===== src/rtl/tl_ul_sram_slave_if.sv =====
// TileLink-UL channel A/D bundle plus the SRAM port of the slave.
interface tl_ul_sram_slave_if #(
  parameter int W         = 4,
  parameter int A         = 32,
  parameter int Z         = 3,
  parameter int O         = 1,
  parameter int MEM_WORDS = 1024
);
  localparam int AW = (MEM_WORDS > 1) ? $clog2(MEM_WORDS) : 1;

  logic [2:0]     a_opcode_i;
  logic [2:0]     a_param_i;
  logic [Z-1:0]   a_size_i;
  logic [O-1:0]   a_source_i;
  logic [A-1:0]   a_address_i;
  logic [W-1:0]   a_mask_i;
  logic [8*W-1:0] a_data_i;
  logic           a_valid_i;
  logic           a_ready_o;

  logic [2:0]     d_opcode_o;
  logic [1:0]     d_param_o;
  logic [Z-1:0]   d_size_o;
  logic [O-1:0]   d_source_o;
  logic           d_sink_o;
  logic [8*W-1:0] d_data_o;
  logic           d_error_o;
  logic           d_valid_o;
  logic           d_ready_i;

  logic           mem_req_o;
  logic           mem_we_o;
  logic [AW-1:0]  mem_addr_o;
  logic [W-1:0]   mem_wmask_o;
  logic [8*W-1:0] mem_wdata_o;
  logic [8*W-1:0] mem_rdata_i;

  modport slave (
    input  a_opcode_i, a_param_i, a_size_i, a_source_i, a_address_i,
           a_mask_i, a_data_i, a_valid_i, d_ready_i, mem_rdata_i,
    output a_ready_o, d_opcode_o, d_param_o, d_size_o, d_source_o,
           d_sink_o, d_data_o, d_error_o, d_valid_o,
           mem_req_o, mem_we_o, mem_addr_o, mem_wmask_o, mem_wdata_o
  );

  modport master (
    output a_opcode_i, a_param_i, a_size_i, a_source_i, a_address_i,
           a_mask_i, a_data_i, a_valid_i, d_ready_i,
    input  a_ready_o, d_opcode_o, d_param_o, d_size_o, d_source_o,
           d_sink_o, d_data_o, d_error_o, d_valid_o
  );

  modport mem (
    input  mem_req_o, mem_we_o, mem_addr_o, mem_wmask_o, mem_wdata_o,
    output mem_rdata_i
  );
endinterface


===== src/rtl/tl_ul_sram_slave.sv =====
// TileLink-UL slave terminating Get/PutFullData/PutPartialData on a
// synchronous single-port SRAM, with credit-limited in-order responses.
module tl_ul_sram_slave #(
  parameter int W          = 4,
  parameter int A          = 32,
  parameter int Z          = 3,
  parameter int O          = 1,
  parameter int MEM_WORDS  = 1024,
  parameter int RESP_DEPTH = 3
) (
  input  logic               clk_i,
  input  logic               reset_i,
  tl_ul_sram_slave_if.slave  bus
);
  localparam int DW = 8 * W;
  localparam int LW = $clog2(W);
  localparam int AW = (MEM_WORDS > 1) ? $clog2(MEM_WORDS) : 1;
  localparam int PW = (RESP_DEPTH > 1) ? $clog2(RESP_DEPTH) : 1;
  localparam int CW = $clog2(RESP_DEPTH + 2);

  localparam logic [2:0] OP_PUT_FULL  = 3'd0;
  localparam logic [2:0] OP_PUT_PART  = 3'd1;
  localparam logic [2:0] OP_GET       = 3'd4;
  localparam logic [2:0] OP_ACK       = 3'd0;
  localparam logic [2:0] OP_ACK_DATA  = 3'd1;
  localparam logic [A:0] MEM_BYTES    = (A+1)'(MEM_WORDS * W);

  // Byte lanes covered by a naturally aligned 2^size transfer at addr.
  function automatic logic [W-1:0] lane_mask(input logic [A-1:0] addr,
                                             input logic [Z-1:0] size);
    logic [W-1:0] m;
    int           off;
    off = int'(addr & A'(W - 1));
    for (int i = 0; i < W; i++) m[i] = (((i ^ off) >> size) == 0);
    return m;
  endfunction

  // All channel A legality rules folded into one flag.
  function automatic logic req_legal(input logic [2:0]   op,
                                     input logic [Z-1:0] size,
                                     input logic [A-1:0] addr,
                                     input logic [W-1:0] mask);
    logic [W-1:0] lanes;
    logic [A-1:0] low;
    logic         op_ok, size_ok, align_ok, range_ok, mask_ok;
    op_ok    = (op == OP_GET) || (op == OP_PUT_FULL) || (op == OP_PUT_PART);
    size_ok  = (size <= Z'(LW));
    low      = ~({A{1'b1}} << size);
    align_ok = ((addr & low) == '0);
    range_ok = ({1'b0, addr} < MEM_BYTES);
    lanes    = lane_mask(addr, size);
    if (op == OP_PUT_PART) mask_ok = ((mask & ~lanes) == '0);
    else                   mask_ok = (mask == lanes);
    return op_ok && size_ok && align_ok && range_ok && mask_ok;
  endfunction

  function automatic logic [PW-1:0] ptr_inc(input logic [PW-1:0] p);
    return (p == PW'(RESP_DEPTH - 1)) ? '0 : p + PW'(1);
  endfunction

  // Stage p0: request acceptance and SRAM strobe
  logic          rdy_q;
  logic          a_fire_p0;
  logic          legal_p0;
  logic          mem_req_p0;

  // Stage p1: request in flight while SRAM read data arrives
  logic          vld_p1;
  logic [2:0]    opcode_p1;
  logic [Z-1:0]  size_p1;
  logic [O-1:0]  source_p1;
  logic          error_p1;
  logic          rd_sel_p1;

  // Response queue
  logic [2:0]    q_opcode [RESP_DEPTH];
  logic [Z-1:0]  q_size   [RESP_DEPTH];
  logic [O-1:0]  q_source [RESP_DEPTH];
  logic          q_error  [RESP_DEPTH];
  logic [DW-1:0] q_data   [RESP_DEPTH];
  logic [PW-1:0] wr_ptr, rd_ptr;
  logic [CW-1:0] count, count_next;
  logic          push, pop, rdy_next, d_vld;

  assign a_fire_p0  = bus.a_valid_i && rdy_q;
  assign legal_p0   = req_legal(bus.a_opcode_i, bus.a_size_i, bus.a_address_i, bus.a_mask_i);
  assign mem_req_p0 = a_fire_p0 && legal_p0;

  assign bus.a_ready_o   = rdy_q;
  assign bus.mem_req_o   = mem_req_p0;
  assign bus.mem_we_o    = mem_req_p0 && (bus.a_opcode_i != OP_GET);
  assign bus.mem_wmask_o = bus.mem_we_o ? bus.a_mask_i : '0;
  assign bus.mem_wdata_o = mem_req_p0 ? bus.a_data_i : '0;
  assign bus.mem_addr_o  = mem_req_p0 ? bus.a_address_i[LW +: AW] : '0;

  assign push  = vld_p1;
  assign d_vld = (count != '0);
  assign pop   = d_vld && bus.d_ready_i;

  // Next occupancy and the credit it leaves for the following cycle.
  always_comb begin
    count_next = count + CW'(push) - CW'(pop);
    rdy_next   = ((count_next + CW'(a_fire_p0)) < CW'(RESP_DEPTH));
  end

  // Control state: credits, in-flight valid and queue pointers.
  always_ff @(posedge clk_i) begin
    if (reset_i) begin
      rdy_q  <= 1'b0;
      vld_p1 <= 1'b0;
      wr_ptr <= '0;
      rd_ptr <= '0;
      count  <= '0;
    end else begin
      rdy_q  <= rdy_next;
      vld_p1 <= a_fire_p0;
      count  <= count_next;
      if (push) wr_ptr <= ptr_inc(wr_ptr);
      if (pop)  rd_ptr <= ptr_inc(rd_ptr);
    end
  end

  // Data path: capture request info, then write the response entry.
  always_ff @(posedge clk_i) begin
    if (a_fire_p0) begin
      opcode_p1 <= (bus.a_opcode_i == OP_GET) ? OP_ACK_DATA : OP_ACK;
      size_p1   <= bus.a_size_i;
      source_p1 <= bus.a_source_i;
      error_p1  <= !legal_p0;
      rd_sel_p1 <= legal_p0 && (bus.a_opcode_i == OP_GET);
    end
    if (push) begin
      q_opcode[wr_ptr] <= opcode_p1;
      q_size[wr_ptr]   <= size_p1;
      q_source[wr_ptr] <= source_p1;
      q_error[wr_ptr]  <= error_p1;
      q_data[wr_ptr]   <= rd_sel_p1 ? bus.mem_rdata_i : '0;
    end
  end

  assign bus.d_valid_o  = d_vld;
  assign bus.d_opcode_o = d_vld ? q_opcode[rd_ptr] : '0;
  assign bus.d_size_o   = d_vld ? q_size[rd_ptr]   : '0;
  assign bus.d_source_o = d_vld ? q_source[rd_ptr] : '0;
  assign bus.d_error_o  = d_vld ? q_error[rd_ptr]  : 1'b0;
  assign bus.d_data_o   = d_vld ? q_data[rd_ptr]   : '0;
  assign bus.d_param_o  = '0;
  assign bus.d_sink_o   = 1'b0;
endmodule


===== src/flat_wrapper.sv =====
// flat-port wrapper written by rule: the top's interface ports become plain ports
module tl_ul_sram_slave_flat 
#(
  parameter int W          = 4,
  parameter int A          = 32,
  parameter int Z          = 3,
  parameter int O          = 1,
  parameter int MEM_WORDS  = 1024,
  parameter int RESP_DEPTH = 3
)
  (clk_i, reset_i, bus_a_opcode_i, bus_a_param_i, bus_a_size_i, bus_a_source_i, bus_a_address_i, bus_a_mask_i, bus_a_data_i, bus_a_valid_i, bus_d_ready_i, bus_mem_rdata_i, bus_a_ready_o, bus_d_opcode_o, bus_d_param_o, bus_d_size_o, bus_d_source_o, bus_d_sink_o, bus_d_data_o, bus_d_error_o, bus_d_valid_o, bus_mem_req_o, bus_mem_we_o, bus_mem_addr_o, bus_mem_wmask_o, bus_mem_wdata_o);
  tl_ul_sram_slave_if #(.W(W), .A(A), .Z(Z), .O(O), .MEM_WORDS(MEM_WORDS)) bus_i ();
  input  logic clk_i;
  input  logic reset_i;
  input wire logic [$bits(bus_i.a_opcode_i)-1:0] bus_a_opcode_i;
  input wire logic [$bits(bus_i.a_param_i)-1:0] bus_a_param_i;
  input wire logic [$bits(bus_i.a_size_i)-1:0] bus_a_size_i;
  input wire logic [$bits(bus_i.a_source_i)-1:0] bus_a_source_i;
  input wire logic [$bits(bus_i.a_address_i)-1:0] bus_a_address_i;
  input wire logic [$bits(bus_i.a_mask_i)-1:0] bus_a_mask_i;
  input wire logic [$bits(bus_i.a_data_i)-1:0] bus_a_data_i;
  input wire logic [$bits(bus_i.a_valid_i)-1:0] bus_a_valid_i;
  input wire logic [$bits(bus_i.d_ready_i)-1:0] bus_d_ready_i;
  input wire logic [$bits(bus_i.mem_rdata_i)-1:0] bus_mem_rdata_i;
  output wire logic [$bits(bus_i.a_ready_o)-1:0] bus_a_ready_o;
  output wire logic [$bits(bus_i.d_opcode_o)-1:0] bus_d_opcode_o;
  output wire logic [$bits(bus_i.d_param_o)-1:0] bus_d_param_o;
  output wire logic [$bits(bus_i.d_size_o)-1:0] bus_d_size_o;
  output wire logic [$bits(bus_i.d_source_o)-1:0] bus_d_source_o;
  output wire logic [$bits(bus_i.d_sink_o)-1:0] bus_d_sink_o;
  output wire logic [$bits(bus_i.d_data_o)-1:0] bus_d_data_o;
  output wire logic [$bits(bus_i.d_error_o)-1:0] bus_d_error_o;
  output wire logic [$bits(bus_i.d_valid_o)-1:0] bus_d_valid_o;
  output wire logic [$bits(bus_i.mem_req_o)-1:0] bus_mem_req_o;
  output wire logic [$bits(bus_i.mem_we_o)-1:0] bus_mem_we_o;
  output wire logic [$bits(bus_i.mem_addr_o)-1:0] bus_mem_addr_o;
  output wire logic [$bits(bus_i.mem_wmask_o)-1:0] bus_mem_wmask_o;
  output wire logic [$bits(bus_i.mem_wdata_o)-1:0] bus_mem_wdata_o;
  assign bus_i.a_opcode_i = bus_a_opcode_i;
  assign bus_i.a_param_i = bus_a_param_i;
  assign bus_i.a_size_i = bus_a_size_i;
  assign bus_i.a_source_i = bus_a_source_i;
  assign bus_i.a_address_i = bus_a_address_i;
  assign bus_i.a_mask_i = bus_a_mask_i;
  assign bus_i.a_data_i = bus_a_data_i;
  assign bus_i.a_valid_i = bus_a_valid_i;
  assign bus_i.d_ready_i = bus_d_ready_i;
  assign bus_i.mem_rdata_i = bus_mem_rdata_i;
  assign bus_a_ready_o = bus_i.a_ready_o;
  assign bus_d_opcode_o = bus_i.d_opcode_o;
  assign bus_d_param_o = bus_i.d_param_o;
  assign bus_d_size_o = bus_i.d_size_o;
  assign bus_d_source_o = bus_i.d_source_o;
  assign bus_d_sink_o = bus_i.d_sink_o;
  assign bus_d_data_o = bus_i.d_data_o;
  assign bus_d_error_o = bus_i.d_error_o;
  assign bus_d_valid_o = bus_i.d_valid_o;
  assign bus_mem_req_o = bus_i.mem_req_o;
  assign bus_mem_we_o = bus_i.mem_we_o;
  assign bus_mem_addr_o = bus_i.mem_addr_o;
  assign bus_mem_wmask_o = bus_i.mem_wmask_o;
  assign bus_mem_wdata_o = bus_i.mem_wdata_o;
  tl_ul_sram_slave #(.W(W), .A(A), .Z(Z), .O(O), .MEM_WORDS(MEM_WORDS), .RESP_DEPTH(RESP_DEPTH)) u_core (.clk_i(clk_i), .reset_i(reset_i), .bus(bus_i));
endmodule

===== config.mk =====
export PLATFORM = sky130hd
export DESIGN_NAME = tl_ul_sram_slave_flat
export DESIGN_NICKNAME = d
export VERILOG_FILES = /design/src/rtl/tl_ul_sram_slave_if.sv /design/src/rtl/tl_ul_sram_slave.sv /design/src/flat_wrapper.sv
export SDC_FILE = /design/constraint.sdc
export NUM_CORES = 1
export LEC_CHECK = 0
export CAP_MARGIN = 20
export CORE_UTILIZATION = 47
export CTS_CLUSTER_SIZE = 25
export DETAILED_ROUTE_END_ITERATION = 10
export PLACE_DENSITY = 0.81
export SYNTH_ARGS = -nofsm -noshare
export SYNTH_HDL_FRONTEND = slang
export SYNTH_SLANG_ARGS = --single-unit

===== constraint.sdc =====
create_clock -name clk_i -period 4.6 [get_ports clk_i]
set_input_delay 0.92 -clock clk_i [delete_from_list [all_inputs] [get_ports clk_i]]
set_output_delay 0.92 -clock clk_i [all_outputs]
set_load 0.1 [all_outputs]

==> run metrics <==
Clock power frac=between 20% and 30%; maximum clock path buffer count=2; antenna-violating nets left=0; reg-to-reg slack, setup=~2.2 ns; Crit-path slowest cell=clkdlybuf4s50_1; commonest non-fill, non-tap cell in the layout=clkdlybuf4s50_1; Comb pwr share=around 47%; met3 wire len=1.269 mm; CP startpoint=bus_a_size_i[0]; Post-synth EDFFs=roughly 120; post_cts resized=0; IO Count=a little over 200; DRC Markers=0; CP Capture Type=output port; CP arrival=between 3 and 4 ns; CTS H-tree depth=4; worst path cell trace=clkdlybuf4s50_1, nand2b_1, a21boi_0, ha_1, nand4_1, mux2_4, buf_4, nor4_2, buf_12; Design Power=5.518 mW; top routing layer in use=met4; CTS Root Cell=clkbuf_16; startpoint types=primary input; Final setup viols=0; fillers=roughly 870; Synth cell types=39; Slew HR=31.55%; CORE AREA=between 10000 and 15000 um^2; final WL=about 17 mm; Die H=120.9 um; # nets final=around 800; r2r worst-path depth=8; dpl ws=roughly 0.25 ns; via count=a little under 5000; Max VDD drop=approximately 0.32 mV; area of the multi-input gates=2824 um^2; vias in the first global route=a little over 5000; Tcrit/Tclk final=93.52%; cell area after layout=a little over 10000 um^2; Req. time, crit path=3.68 ns; initial antenna violation count=0; CTS clock-pin slew for the worst setup and hold paths=about 0.05 ns; Leakage=3.408 nW; Sw Ratio=around 44%; Hold Path Depth=0; cell count after synthesis=~500; Synth Warn #=0; Post-CTS Setup Inserts=0; reg2reg start=u_core.count[1]; max-cap viol count=0; final core utilization=between 70% and 80%; vias per inst=~5.6; Pins Over Slew Limit=0; commonest non-fill, non-tap cells in the layout=clkdlybuf4s50_1, edfxtp_1, buf_12; layout cells sized above 1=a little under a third; Primary FF master, synth=edfxtp_1; antenna cell count=0; met2 WL=just under 9 mm; Syn Area/Cell=approximately 13 um^2; Die W=between 100 and 150 um; Worst Setup Path Type=in -> out; Hold Vio Cnt, Final=0; WL met1=between 6 and 7 mm; Num CTS Buffers=17; First-pass DRT Iterations=6; Final Skew=0.004747 ns; Slew @ Worst Pin=about 1 ns; worst hold margin=~0.48 ns; r2r endpoint=u_core.bus.a_ready_o; Routability Congestion=0.7857; Worst Hold End=u_core.q_size[2][2]; largest net degree at the start of global routing=approximately 50; Power Density=approximately 540 nW/um^2; GRT Util Overall=a little under a quarter; switching power=between 2 and 2.5 mW; status=finished clean; final worst slack=0.2979 ns; # port buffers=198; Seq/Total Area, Yosys=between 50% and 60%; clock latency on the worst-skew pair=roughly 0.41 ns; Starting Density=about 48%; hold buffer count at cts=0; Synth Register Bits=132; placed cell areas=roughly 9600 um^2; Die ar.=14620 um^2; max frequency=232.4 MHz; Crit path max-delay family=buffers and inverters; CP Max Fanout=19; CTS tree=done; RSZ-0062 raised after global routing=no; CP Buf/Inv Count=3; clock sinks=approximately 130; Pint=roughly 3.1 mW; first-pass GRT wire length=between 20 and 30 mm; WL per Instance=~19 um; register area=about 3900 um^2; row count=43; Final min period=4.302 ns; synth-to-layout area growth=53.75%; grt ovf=0; Post-synth ARST share=0%; post-DP HPWL=between 10 and 15 mm; sequential share of power=26.1%; Synth Cell Area=between 6000 and 7000 um^2; Hold/Removal Path Class=reg -> reg; CP peak stage delay=between 0.5 and 0.6 ns; drt first-iter violations=roughly 350; start point of the worst hold path=u_core.size_p1[2]
[layout make-up]
class,instances,area share [%]
multi-input cells,309,27.65
repair buffers,213,25.87
clock buffers,19,4.238
flip-flops and latches,132,37.75
clock inverters,13,2.070
inverters,6,0.2205
well taps,180,2.205
[cell usage after synthesis, types with 2 or more instances]
cell / n / area, um^2
nor2_1: 48 / 180.2
nor4_2: 20 / 250.2
o21ai_1: 2 / 10.01
dfxtp_1: 11 / 220.2
a21boi_0: 2 / 15.01
inv_1: 6 / 22.52
clkbuf_1: 28 / 105.1
buf_4: 6 / 45.04
nor4_1: 34 / 212.7
edfxtp_1: 121 / 3633
mux2i_1: 39 / 390.4
nand4_1: 3 / 18.77
o21a_1: 2 / 15.01
buf_2: 14 / 70.07
and2_1: 33 / 206.5
nand2_1: 5 / 18.77
ha_1: 7 / 87.58
mux2_2: 40 / 450.4
a211oi_1: 2 / 15.01
nor2b_1: 2 / 12.51
o211ai_2: 15 / 187.7
o2111ai_1: 4 / 35.03
buf_6: 5 / 56.30
or3b_2: 2 / 17.52
o211ai_1: 28 / 210.2
a21oi_1: 5 / 25.02
[flip-flops by register name, summed over array words and instances (netlist names), 2 cells and up, named ones only]
| register | flops |
|---|---|
| u_core.q_opcode | 3 |
| u_core.size_p1 | 3 |
| u_core.q_source | 3 |
| u_core.q_error | 3 |
| u_core.q_data | 96 |
| u_core.wr_ptr | 2 |
| u_core.q_size | 9 |
| u_core.rd_ptr | 2 |
| u_core.count | 3 |
[cells by family (layout without fill, tap and decap cells)]
| logic type | after synthesis | after routing | share of synthesized area, % |
|---|---|---|---|
| adder cells (fa/ha/maj) | 8 | 8 | 1.620 |
| AO/OA/AOI/OAI | 61 | 61 | 7.834 |
| buffers and inverters | 60 | 251 | 4.614 |
| XOR/XNOR | 2 | 2 | 0.4708 |
| AND/OR/NAND/NOR | 154 | 154 | 14.75 |
| flip-flops | 132 | 132 | 58.00 |
| other | 1 | 5 | 0.05644 |
| multiplexers | 79 | 79 | 12.66 |
[worst max-delay path by stage]
stage | slack [ns] | endpoint | cells after the start
detailed placement | 0.25 | bus_mem_wdata_o[3] | 9
global route | 0.16 | bus_mem_wdata_o[3] | 9
global placement | 0.33 | bus_mem_wdata_o[3] | 9
CTS | 0.25 | bus_mem_wdata_o[3] | 9
floorplan | -0.28 | bus_mem_wdata_o[17] | 8
finish | 0.30 | bus_mem_wdata_o[3] | 9
[power by group through the flow]
stage | Sequential (mW) | Combinational (mW) | Clock [mW]
after CTS | 1.44 | 2.61 | 1.49
after global routing | 1.45 | 2.69 | 1.54
after floorplan | 1.47 | 1.98 | 0
after global placement | 1.46 | 2.56 | 0
after detailed placement | 1.47 | 2.60 | 0
final | 1.44 | 2.60 | 1.48
[worst register-to-register path, cell delays in order (launching register included)]
cell	delay, ns
dfxtp_1	0.35
o31ai_1	0.55
mux2i_1	0.17
ha_1	0.21
inv_1	0.06
fa_1	0.43
inv_1	0.08
ha_1	0.22
a211oi_1	0.26
[metrics by stage]
stage | std cells | TNS, ns
CTS | 872 | 0
detailed placement | 840 | 0
floorplan | 501 | -7.594
global placement | 839 | 0
global route | 872 | 0
finish | 872 | 0
[layer usage]
| metal | GRT usage, % | vias up |
|---|---|---|
| li1 | - | 2263 |
| met1 | 26.16 | 2389 |
| met2 | 41.54 | 183 |
| met3 | 7.801 | 27 |
| met4 | 8.333 | 0 |
| met5 | 0 | - |
Power figures use the tool's default switching activity.
